$ cat src/rtl/axi_rd_arb_if.sv
// axi_rd_arb_if: AXI read-address and read-data channels for one port
interface axi_rd_arb_if;
   logic        arvalid;
   logic        arready;
   logic [31:0] araddr;
   logic [3:0]  arid;
   logic [7:0]  arlen;
   logic [2:0]  arsize;
   logic [1:0]  arburst;
   logic        rvalid;
   logic        rready;
   logic [63:0] rdata;
   logic [1:0]  rresp;
   logic        rlast;
   logic [3:0]  rid;
   modport master (
      output arvalid, araddr, arid, arlen, arsize, arburst, rready,
      input  arready, rvalid, rdata, rresp, rlast, rid
   );
   modport slave (
      input  arvalid, araddr, arid, arlen, arsize, arburst, rready,
      output arready, rvalid, rdata, rresp, rlast, rid
   );
endinterface

$ cat src/rtl/axi_rd_arb.sv
// axi_rd_arb: two-requester AXI read arbiter with one outstanding burst,
// fixed priority with starvation relief (PRIO0=1) or round-robin (PRIO0=0).
module axi_rd_arb #(
   parameter bit PRIO0   = 1'b1,
   parameter int MAXWAIT = 4
) (
   input  logic         clock,
   input  logic         reset,
   axi_rd_arb_if.slave  s0,
   axi_rd_arb_if.slave  s1,
   axi_rd_arb_if.master m,
   output logic         grant,
   output logic         busy
);
   typedef enum logic [1:0] {IDLE, ADDR, DATA} state_t;
   state_t state, state_nx;
   logic grant_q, last_q, req, win1, in_idle, in_addr, in_data, own_rready, s0_own, s1_own;
   logic [2:0] starve;
   logic [31:0] addr_q;
   logic [3:0] id_q;
   logic [7:0] len_q;
   logic [2:0] size_q;
   logic [1:0] burst_q;
   // reset masks the outputs so an abandoned transfer vanishes in the reset cycle itself
   assign in_idle = state == IDLE && !reset;
   assign in_addr = state == ADDR && !reset;
   assign in_data = state == DATA && !reset;
   assign req = s0.arvalid || s1.arvalid;
   assign win1 = s1.arvalid && (!s0.arvalid || (PRIO0 ? starve == 3'(MAXWAIT) : !last_q));
   assign own_rready = grant_q ? s1.rready : s0.rready;
   assign s0_own = in_data && !grant_q;
   assign s1_own = in_data && grant_q;
   always_ff @(posedge clock)
      if (reset) state <= IDLE;
      else state <= state_nx;
   always_comb begin
      state_nx = state;
      case (state)
         IDLE:    state_nx = req ? ADDR : IDLE;
         ADDR:    state_nx = m.arready ? DATA : ADDR;
         DATA:    state_nx = (m.rvalid && own_rready && m.rlast) ? IDLE : DATA;
         default: state_nx = IDLE;
      endcase
   end
   always_ff @(posedge clock)
      if (reset) begin
         grant_q <= 1'b0;
         last_q  <= 1'b1;
         starve  <= 3'd0;
         addr_q  <= '0;
         id_q    <= '0;
         len_q   <= '0;
         size_q  <= '0;
         burst_q <= '0;
      end else if (state == IDLE) begin
         if (req) begin
            grant_q <= win1;
            last_q  <= win1;
            addr_q  <= win1 ? s1.araddr : s0.araddr;
            id_q    <= win1 ? s1.arid : s0.arid;
            len_q   <= win1 ? s1.arlen : s0.arlen;
            size_q  <= win1 ? s1.arsize : s0.arsize;
            burst_q <= win1 ? s1.arburst : s0.arburst;
         end
         // counts s0 wins over a waiting s1; any idle cycle without s1 pending forgets the streak
         starve <= (win1 || !s1.arvalid) ? 3'd0 : (starve == 3'(MAXWAIT) ? starve : starve + 3'd1);
      end
   assign s0.arready = in_idle && s0.arvalid && !win1;
   assign s1.arready = in_idle && win1;
   assign m.arvalid  = in_addr;
   assign m.araddr   = addr_q;
   assign m.arid     = id_q;
   assign m.arlen    = len_q;
   assign m.arsize   = size_q;
   assign m.arburst  = burst_q;
   assign m.rready   = in_data && own_rready;
   assign s0.rvalid  = s0_own && m.rvalid;
   assign s0.rdata   = s0_own ? m.rdata : '0;
   assign s0.rresp   = s0_own ? m.rresp : '0;
   assign s0.rlast   = s0_own && m.rlast;
   assign s0.rid     = s0_own ? m.rid : '0;
   assign s1.rvalid  = s1_own && m.rvalid;
   assign s1.rdata   = s1_own ? m.rdata : '0;
   assign s1.rresp   = s1_own ? m.rresp : '0;
   assign s1.rlast   = s1_own && m.rlast;
   assign s1.rid     = s1_own ? m.rid : '0;
   assign grant      = grant_q && !reset;
   assign busy       = state != IDLE && !reset;
endmodule

$ cat src/flat_wrapper.sv
// flat-port wrapper written by rule: the top's interface ports become plain ports
module axi_rd_arb_flat 
#(
   parameter bit PRIO0   = 1'b1,
   parameter int MAXWAIT = 4
)
  (clock, reset, grant, busy, s0_arvalid, s0_araddr, s0_arid, s0_arlen, s0_arsize, s0_arburst, s0_rready, s0_arready, s0_rvalid, s0_rdata, s0_rresp, s0_rlast, s0_rid, s1_arvalid, s1_araddr, s1_arid, s1_arlen, s1_arsize, s1_arburst, s1_rready, s1_arready, s1_rvalid, s1_rdata, s1_rresp, s1_rlast, s1_rid, m_arvalid, m_araddr, m_arid, m_arlen, m_arsize, m_arburst, m_rready, m_arready, m_rvalid, m_rdata, m_rresp, m_rlast, m_rid);
  axi_rd_arb_if s0_i ();
  axi_rd_arb_if s1_i ();
  axi_rd_arb_if m_i ();
  input  logic clock;
  input  logic reset;
  output logic grant;
  output logic busy;
  input wire logic [$bits(s0_i.arvalid)-1:0] s0_arvalid;
  input wire logic [$bits(s0_i.araddr)-1:0] s0_araddr;
  input wire logic [$bits(s0_i.arid)-1:0] s0_arid;
  input wire logic [$bits(s0_i.arlen)-1:0] s0_arlen;
  input wire logic [$bits(s0_i.arsize)-1:0] s0_arsize;
  input wire logic [$bits(s0_i.arburst)-1:0] s0_arburst;
  input wire logic [$bits(s0_i.rready)-1:0] s0_rready;
  output wire logic [$bits(s0_i.arready)-1:0] s0_arready;
  output wire logic [$bits(s0_i.rvalid)-1:0] s0_rvalid;
  output wire logic [$bits(s0_i.rdata)-1:0] s0_rdata;
  output wire logic [$bits(s0_i.rresp)-1:0] s0_rresp;
  output wire logic [$bits(s0_i.rlast)-1:0] s0_rlast;
  output wire logic [$bits(s0_i.rid)-1:0] s0_rid;
  input wire logic [$bits(s1_i.arvalid)-1:0] s1_arvalid;
  input wire logic [$bits(s1_i.araddr)-1:0] s1_araddr;
  input wire logic [$bits(s1_i.arid)-1:0] s1_arid;
  input wire logic [$bits(s1_i.arlen)-1:0] s1_arlen;
  input wire logic [$bits(s1_i.arsize)-1:0] s1_arsize;
  input wire logic [$bits(s1_i.arburst)-1:0] s1_arburst;
  input wire logic [$bits(s1_i.rready)-1:0] s1_rready;
  output wire logic [$bits(s1_i.arready)-1:0] s1_arready;
  output wire logic [$bits(s1_i.rvalid)-1:0] s1_rvalid;
  output wire logic [$bits(s1_i.rdata)-1:0] s1_rdata;
  output wire logic [$bits(s1_i.rresp)-1:0] s1_rresp;
  output wire logic [$bits(s1_i.rlast)-1:0] s1_rlast;
  output wire logic [$bits(s1_i.rid)-1:0] s1_rid;
  output wire logic [$bits(m_i.arvalid)-1:0] m_arvalid;
  output wire logic [$bits(m_i.araddr)-1:0] m_araddr;
  output wire logic [$bits(m_i.arid)-1:0] m_arid;
  output wire logic [$bits(m_i.arlen)-1:0] m_arlen;
  output wire logic [$bits(m_i.arsize)-1:0] m_arsize;
  output wire logic [$bits(m_i.arburst)-1:0] m_arburst;
  output wire logic [$bits(m_i.rready)-1:0] m_rready;
  input wire logic [$bits(m_i.arready)-1:0] m_arready;
  input wire logic [$bits(m_i.rvalid)-1:0] m_rvalid;
  input wire logic [$bits(m_i.rdata)-1:0] m_rdata;
  input wire logic [$bits(m_i.rresp)-1:0] m_rresp;
  input wire logic [$bits(m_i.rlast)-1:0] m_rlast;
  input wire logic [$bits(m_i.rid)-1:0] m_rid;
  assign s0_i.arvalid = s0_arvalid;
  assign s0_i.araddr = s0_araddr;
  assign s0_i.arid = s0_arid;
  assign s0_i.arlen = s0_arlen;
  assign s0_i.arsize = s0_arsize;
  assign s0_i.arburst = s0_arburst;
  assign s0_i.rready = s0_rready;
  assign s0_arready = s0_i.arready;
  assign s0_rvalid = s0_i.rvalid;
  assign s0_rdata = s0_i.rdata;
  assign s0_rresp = s0_i.rresp;
  assign s0_rlast = s0_i.rlast;
  assign s0_rid = s0_i.rid;
  assign s1_i.arvalid = s1_arvalid;
  assign s1_i.araddr = s1_araddr;
  assign s1_i.arid = s1_arid;
  assign s1_i.arlen = s1_arlen;
  assign s1_i.arsize = s1_arsize;
  assign s1_i.arburst = s1_arburst;
  assign s1_i.rready = s1_rready;
  assign s1_arready = s1_i.arready;
  assign s1_rvalid = s1_i.rvalid;
  assign s1_rdata = s1_i.rdata;
  assign s1_rresp = s1_i.rresp;
  assign s1_rlast = s1_i.rlast;
  assign s1_rid = s1_i.rid;
  assign m_arvalid = m_i.arvalid;
  assign m_araddr = m_i.araddr;
  assign m_arid = m_i.arid;
  assign m_arlen = m_i.arlen;
  assign m_arsize = m_i.arsize;
  assign m_arburst = m_i.arburst;
  assign m_rready = m_i.rready;
  assign m_i.arready = m_arready;
  assign m_i.rvalid = m_rvalid;
  assign m_i.rdata = m_rdata;
  assign m_i.rresp = m_rresp;
  assign m_i.rlast = m_rlast;
  assign m_i.rid = m_rid;
  axi_rd_arb #(.PRIO0(PRIO0), .MAXWAIT(MAXWAIT)) u_core (.clock(clock), .reset(reset), .s0(s0_i), .s1(s1_i), .m(m_i), .grant(grant), .busy(busy));
endmodule
$ cat config.mk
export PLATFORM = sky130hd
export DESIGN_NAME = axi_rd_arb_flat
export DESIGN_NICKNAME = d
export VERILOG_FILES = /design/src/rtl/axi_rd_arb_if.sv /design/src/rtl/axi_rd_arb.sv /design/src/flat_wrapper.sv
export SDC_FILE = /design/constraint.sdc
export NUM_CORES = 1
export LEC_CHECK = 0
export CAP_MARGIN = 25
export CORE_AREA = 3 3 143 145
export CTS_BUF_LIST = sky130_fd_sc_hd__clkbuf_4
export CTS_CLUSTER_DIAMETER = 120
export DETAILED_ROUTE_END_ITERATION = 10
export DIE_AREA = 0 0 146 148
export DONT_BUFFER_PORTS = 1
export PLACE_DENSITY = 0.39
export SLEW_MARGIN = 10
export SYNTH_ARGS = -nofsm -noshare
export SYNTH_HDL_FRONTEND = slang
export SYNTH_SLANG_ARGS = --single-unit
$ cat constraint.sdc
create_clock -name clock -period 1.9 [get_ports clock]
set_input_delay 0.38 -clock clock [delete_from_list [all_inputs] [get_ports clock]]
set_output_delay 0.38 -clock clock [all_outputs]
set_load 0.1 [all_outputs]
# Word level (Yosys, flattened, before mapping)

Index checks and enable logic that the tools add are counted.

Reduce and logical (&&, ||, !) cells: 30
Add/sub/neg operators: 1
Bitwise operators: 0
Divide/modulo/power cells: 0
Equal/unequal tests: 4
Magnitude comparators: 0
Multipliers: 0
Muxes and demuxes: 18
Shift-type cells: 0

Operators with widths:

| operator                                            | count |
|---|---|
| 2-to-1 mux 64 bit                                   | 2 |
| 2-to-1 mux 32 bit                                   | 1 |
| logical AND 1 bit                                   | 18 |
| 2-to-1 mux 4 bit                                    | 3 |
| 2-to-1 mux 2 bit                                    | 5 |
| 2-to-1 mux 3 bit                                    | 3 |
| 2-to-1 mux 8 bit                                    | 1 |
| one-hot mux 2 bit (3 select lines)                  | 1 |
| zero test 1 bit                                     | 5 |
| AND reduction 2 bit                                 | 2 |
| adder 3 x 1 -> 3 bit, second input constant         | 1 |
| equality test 3 bit, second input constant          | 1 |
| logical OR 1 bit                                    | 3 |
| equality test 2 x 1 -> 1 bit, second input constant | 1 |
| equality test 2 bit, second input constant          | 1 |
| zero test 2 bit                                     | 1 |
| 2-to-1 mux 1 bit                                    | 2 |
| inequality test 2 bit, second input constant        | 1 |
| nonzero test 2 bit                                  | 1 |

Memories: 0
Output and inout bits: 199
Latch bits: 0
Input port bits: 177
Flip-flop bits (word level): 55
ROM bits: 0
RAM bits: 0
Logic and storage cells: 61

# Depth between registers and ports, before layout

Word-level depth: 6
Gate-level depth with buffers: 6
Gate-level depth less buffers: 5

# Worst setup path before layout

OpenSTA, ideal clock, no wires.

Path type: register -> output
From: register u_core.starve[0]
To: output port s1_arready
Path buffers: 1
Data arrival time: 3,339 ps
Stages on the path, launching flop included: 7
Setup slack: -1,819 ps
Path through: dfxtp_1 > inv_1 > ha_1 > a21bo_2 > clkbuf_1 > and2_1 > nor3b_1

Longest elaborated chain between the ends: 4

RTL lines:

| element                  | RTL line           | source |
|---|---|---|
| start: declaration       | axi_rd_arb.sv:18   | `logic [2:0] starve;` |
| start signal: assignment | axi_rd_arb.sv:66   | `starve <= (win1 \|\| !s1.arvalid) ? 3'd0 : (starve == 3'(MAXWAIT) ? starve : starve + 3'd1);` |
| equality test 3 bit      | axi_rd_arb.sv:29   | `assign win1 = s1.arvalid && (!s0.arvalid \|\| (PRIO0 ? starve == 3'(MAXWAIT) : !last_q));` |
| logical OR 1 bit         | axi_rd_arb.sv:29   |  |
| logical AND 1 bit        | axi_rd_arb.sv:29   |  |
| logical AND 1 bit        | axi_rd_arb.sv:69   | `assign s1.arready = in_idle && win1;` |
| end: declaration         | flat_wrapper.sv:35 | `output wire logic [$bits(s1_i.arready)-1:0] s1_arready;` |

No other way between the ends.

# Worst setup path after layout

From: register u_core.state[1]
To: output port s1_rdata[45]

Longest elaborated chain between the ends: 4

RTL lines:

| element                  | RTL line           | source |
|---|---|---|
| start: declaration       | axi_rd_arb.sv:16   | `state_t state, state_nx;` |
| start signal: assignment | axi_rd_arb.sv:35   | `else state <= state_nx;` |
| equality test 2 bit      | axi_rd_arb.sv:27   | `assign in_data = state == DATA && !reset;` |
| logical AND 1 bit        | axi_rd_arb.sv:27   |  |
| logical AND 1 bit        | axi_rd_arb.sv:32   | `assign s1_own = in_data && grant_q;` |
| 2-to-1 mux 64 bit        | axi_rd_arb.sv:83   | `assign s1.rdata = s1_own ? m.rdata : '0;` |
| end: declaration         | flat_wrapper.sv:37 | `output wire logic [$bits(s1_i.rdata)-1:0] s1_rdata;` |

No other way between the ends.

==> flow_metrics.tcl <==
set metrics [dict create \
    status "finished, violations left" \
    violations "negative setup slack" \
    crit_buf_inv 3 \
    cts_hold_buffers 0 \
    critical_path_required_ns 1.52 \
    synth-async-reset-ratio_pct 0 \
    fin_tns_setup_ns -54.93 \
    syn_area_um2 4126 \
    chipHeight_um 148 \
    post-place-ws_ns -0.08799 \
    cp_slowest_cell "or3b_4" \
    io_pins 376 \
    fp.dieArea_um2 21610 \
    hold_ws_ns 0.08079 \
    syn2layout_area_growth_pct 109.2 \
    rsz0062_at_grt "yes" \
    antenna_found_initial 1 \
    fin_nets 859 \
    seq_area_frac_synth_pct 26.68 \
    routedWlPerCell_um 23.01 \
    grt_usage_pct 18.19 \
    finalCritPeriodShare_pct 122.8 \
    cp.arrival_ns 1.95 \
    drtIter0Drc 184 \
    root_buffer "clkbuf_4" \
    setup_viol 147 \
    criticalPathCategory "reg2out" \
    gp_congestion 0.8189 \
    ir_worst_vdd_mv 0.4484 \
    yosys-top-cells-area "dfxtp_1 27%, and2_1 22%, nor4b_1 11%" \
    synth.top_cell.area_share_pct 26.68 \
    fillers 1804 \
    clk_latency_ns 0.38 \
    grt_pass1_vias 4758 \
    final_antenna_net_count 0 \
    yosysTopAreaCell "dfxtp_1" \
    crit_family "simple AND/OR/NAND/NOR gates" \
    slew_headroom_pct 36.31 \
    synth_edf_count 0 \
    cp-start-kind "flip-flop" \
    clock.fmax_mhz 428.6 \
    num_vias 4840 \
    setup_ws_ns -0.4333 \
    core_um2 19330 \
    fin_skew_ns 0.01456 \
    tightestPinTransition_ns 0.9553 \
    drc 0 \
    synth_cell_types 33 \
    drive_gt1_share_pct 63.88 \
    cp-end-kind "output port" \
    cts.sinks 55 \
    dp_hpwl_um 16710 \
    die_w_um 146 \
    grt_max_degree 106 \
    syn_avg_cell_area_um2 8.107 \
    cts.clk_slew.worst_paths_ns 0.15 \
    synth_nets 688 \
    cts_tree "built" \
    critPathMaxFanout 12 \
    yosysWarningCount 0 \
    synth-seq-cells 55 \
    drtPass1Iterations 4 \
    placementRows 51 \
    clockBufferDepth 2 \
    grt_pass1_wl_um 31040 \
    final_core_util_pct 44.64 \
    path_common_cell "buf_12" \
    crit_chain "or3b_4, nor2_4, buf_12, clkbuf_16, and2_4, buf_12" \
    hold_path_class "in2reg" \
    cts-buffers-inserted 5 \
    portBuffers 0 \
    powerDensity_nw_per_um2 538.7 \
    netlist_instances 509 \
    ys.flop_type "dfxtp_1" \
    start_util_pct 21.34 \
    drv_slew 0 \
    wl_um 21790 \
    min_period_ns 2.333 \
    htreeDepth 2 \
    p_leak_nw 3.214 \
    grt_overflow 0 \
    cp_slowest_stage_delay_ns 0.41 \
    cap_violations 0 \
    finalHoldViolCount 0 \
    vias_per_cell 5.111 \
]
==> cell families (layout without fill, tap and decap cells) <==
| kind of cell | after synthesis | count (layout) | share of synthesized area, % |
|---|---|---|---|
| AO/OA/AOI/OAI | 109 | 109 | 18.98 |
| adder cells (fa/ha/maj) | 2 | 2 | 0.6063 |
| buffers and inverters | 74 | 246 | 9.642 |
| flip-flops | 55 | 55 | 26.68 |
| multiplexers | 1 | 1 | 0.2426 |
| other | 0 | 1 | 0 |
| AND/OR/NAND/NOR | 268 | 268 | 43.84 |
==> what timing repair did <==
| item | CTS | global route |
|---|---|---|
| gates resized for setup | 6 | 57 |
| buffers inserted | 6 | 4 |
| pin swaps | 5 | 6 |
| cloned | 2 | 7 |
| setup endpoints to repair | 148 | 181 |
==> stage by stage <==
step	std cells	total power, mW	area [um2]
2_1_floorplan	509	3.536	4728
3_3_place_gp	920	3.992	8069
3_5_place_dp	920	4.026	8069
4_1_cts	936	4.608	8247
5_1_grt	947	4.844	8631
6_report	947	4.649	8631
==> synthesized netlist by cell type, types with 3 or more instances <==
library cell / instances
a21oi_1: 54
buf_2: 10
nor2_1: 3
nor4b_1: 50
clkbuf_2: 14
nor4_1: 49
and2_1: 145
inv_1: 4
clkbuf_1: 34
nand2_1: 4
dfxtp_1: 55
a2111oi_0: 43
a2111oi_2: 6
buf_6: 12
==> cell usage in the layout (no fill, tap or decap), types with 2 or more instances in the layout <==
cell type and n:
nand4_1 2, o21ai_0 2, buf_12 157, clkbuf_4 6, a21oi_1 54, buf_4 66
nor4b_1 50, inv_2 2, clkbuf_16 5, buf_16 2, dfxtp_1 50, nor2_4 7
and2_4 145, inv_1 2, buf_6 3, a2111oi_0 16, nor3b_4 2, a2111oi_1 8
nor4_1 49, nand2_1 4, dfxtp_2 5, a2111oi_2 22, nor2b_1 2, a2111oi_4 3
==> area by class of cell <==
cell class | count | area (um2) | share of cell area (%)
clock buffer | 6 | 45.04 | 0.5219
antenna | 1 | 2.502 | 0.02899
timing repair buffer | 234 | 3867 | 44.81
inverter | 4 | 15.01 | 0.1740
multi-input combinational | 380 | 3249 | 37.65
clock inverter | 2 | 12.51 | 0.1450
sequential | 55 | 1107 | 12.83
tap | 265 | 331.6 | 3.842
==> flip-flops by register name (all words and copies together), names as in the netlist <==
name and count:
u_core.grant_q 1, u_core.state 2, u_core.m.arid 4, u_core.m.araddr 32, u_core.starve 3, u_core.m.arburst 2
u_core.m.arsize 3, u_core.m.arlen 8
==> final timing paths <==
| check | cells past startpoint | to | from | slack [ns] |
|---|---|---|---|---|
| min reg2reg | 2 | u_core.m.arlen[5] | u_core.m.arlen[5] | 0.53 |
| max reg2reg | 7 | u_core.m.araddr[18] | u_core.starve[0] | 0.07 |
| max | 6 | s1_rdata[45] | u_core.state[1] | -0.43 |
| min | 1 | u_core.m.arburst[1] | reset | 0.08 |
==> per-layer routing <==
layer | wire length (um) | global-route usage [%]
met1 | 7024 | 18.43
met2 | 11710 | 34.01
met3 | 2339 | 6.928
met4 | 715 | 6.632
met5 | 0 | 0
==> power breakdown <==
group          total, mW  switching (mW)  internal, mW
combinational       2.75            2.02         0.725
clock              0.539           0.381         0.158
sequential          1.36          0.0529          1.31
(Power assumes the default switching activity.)
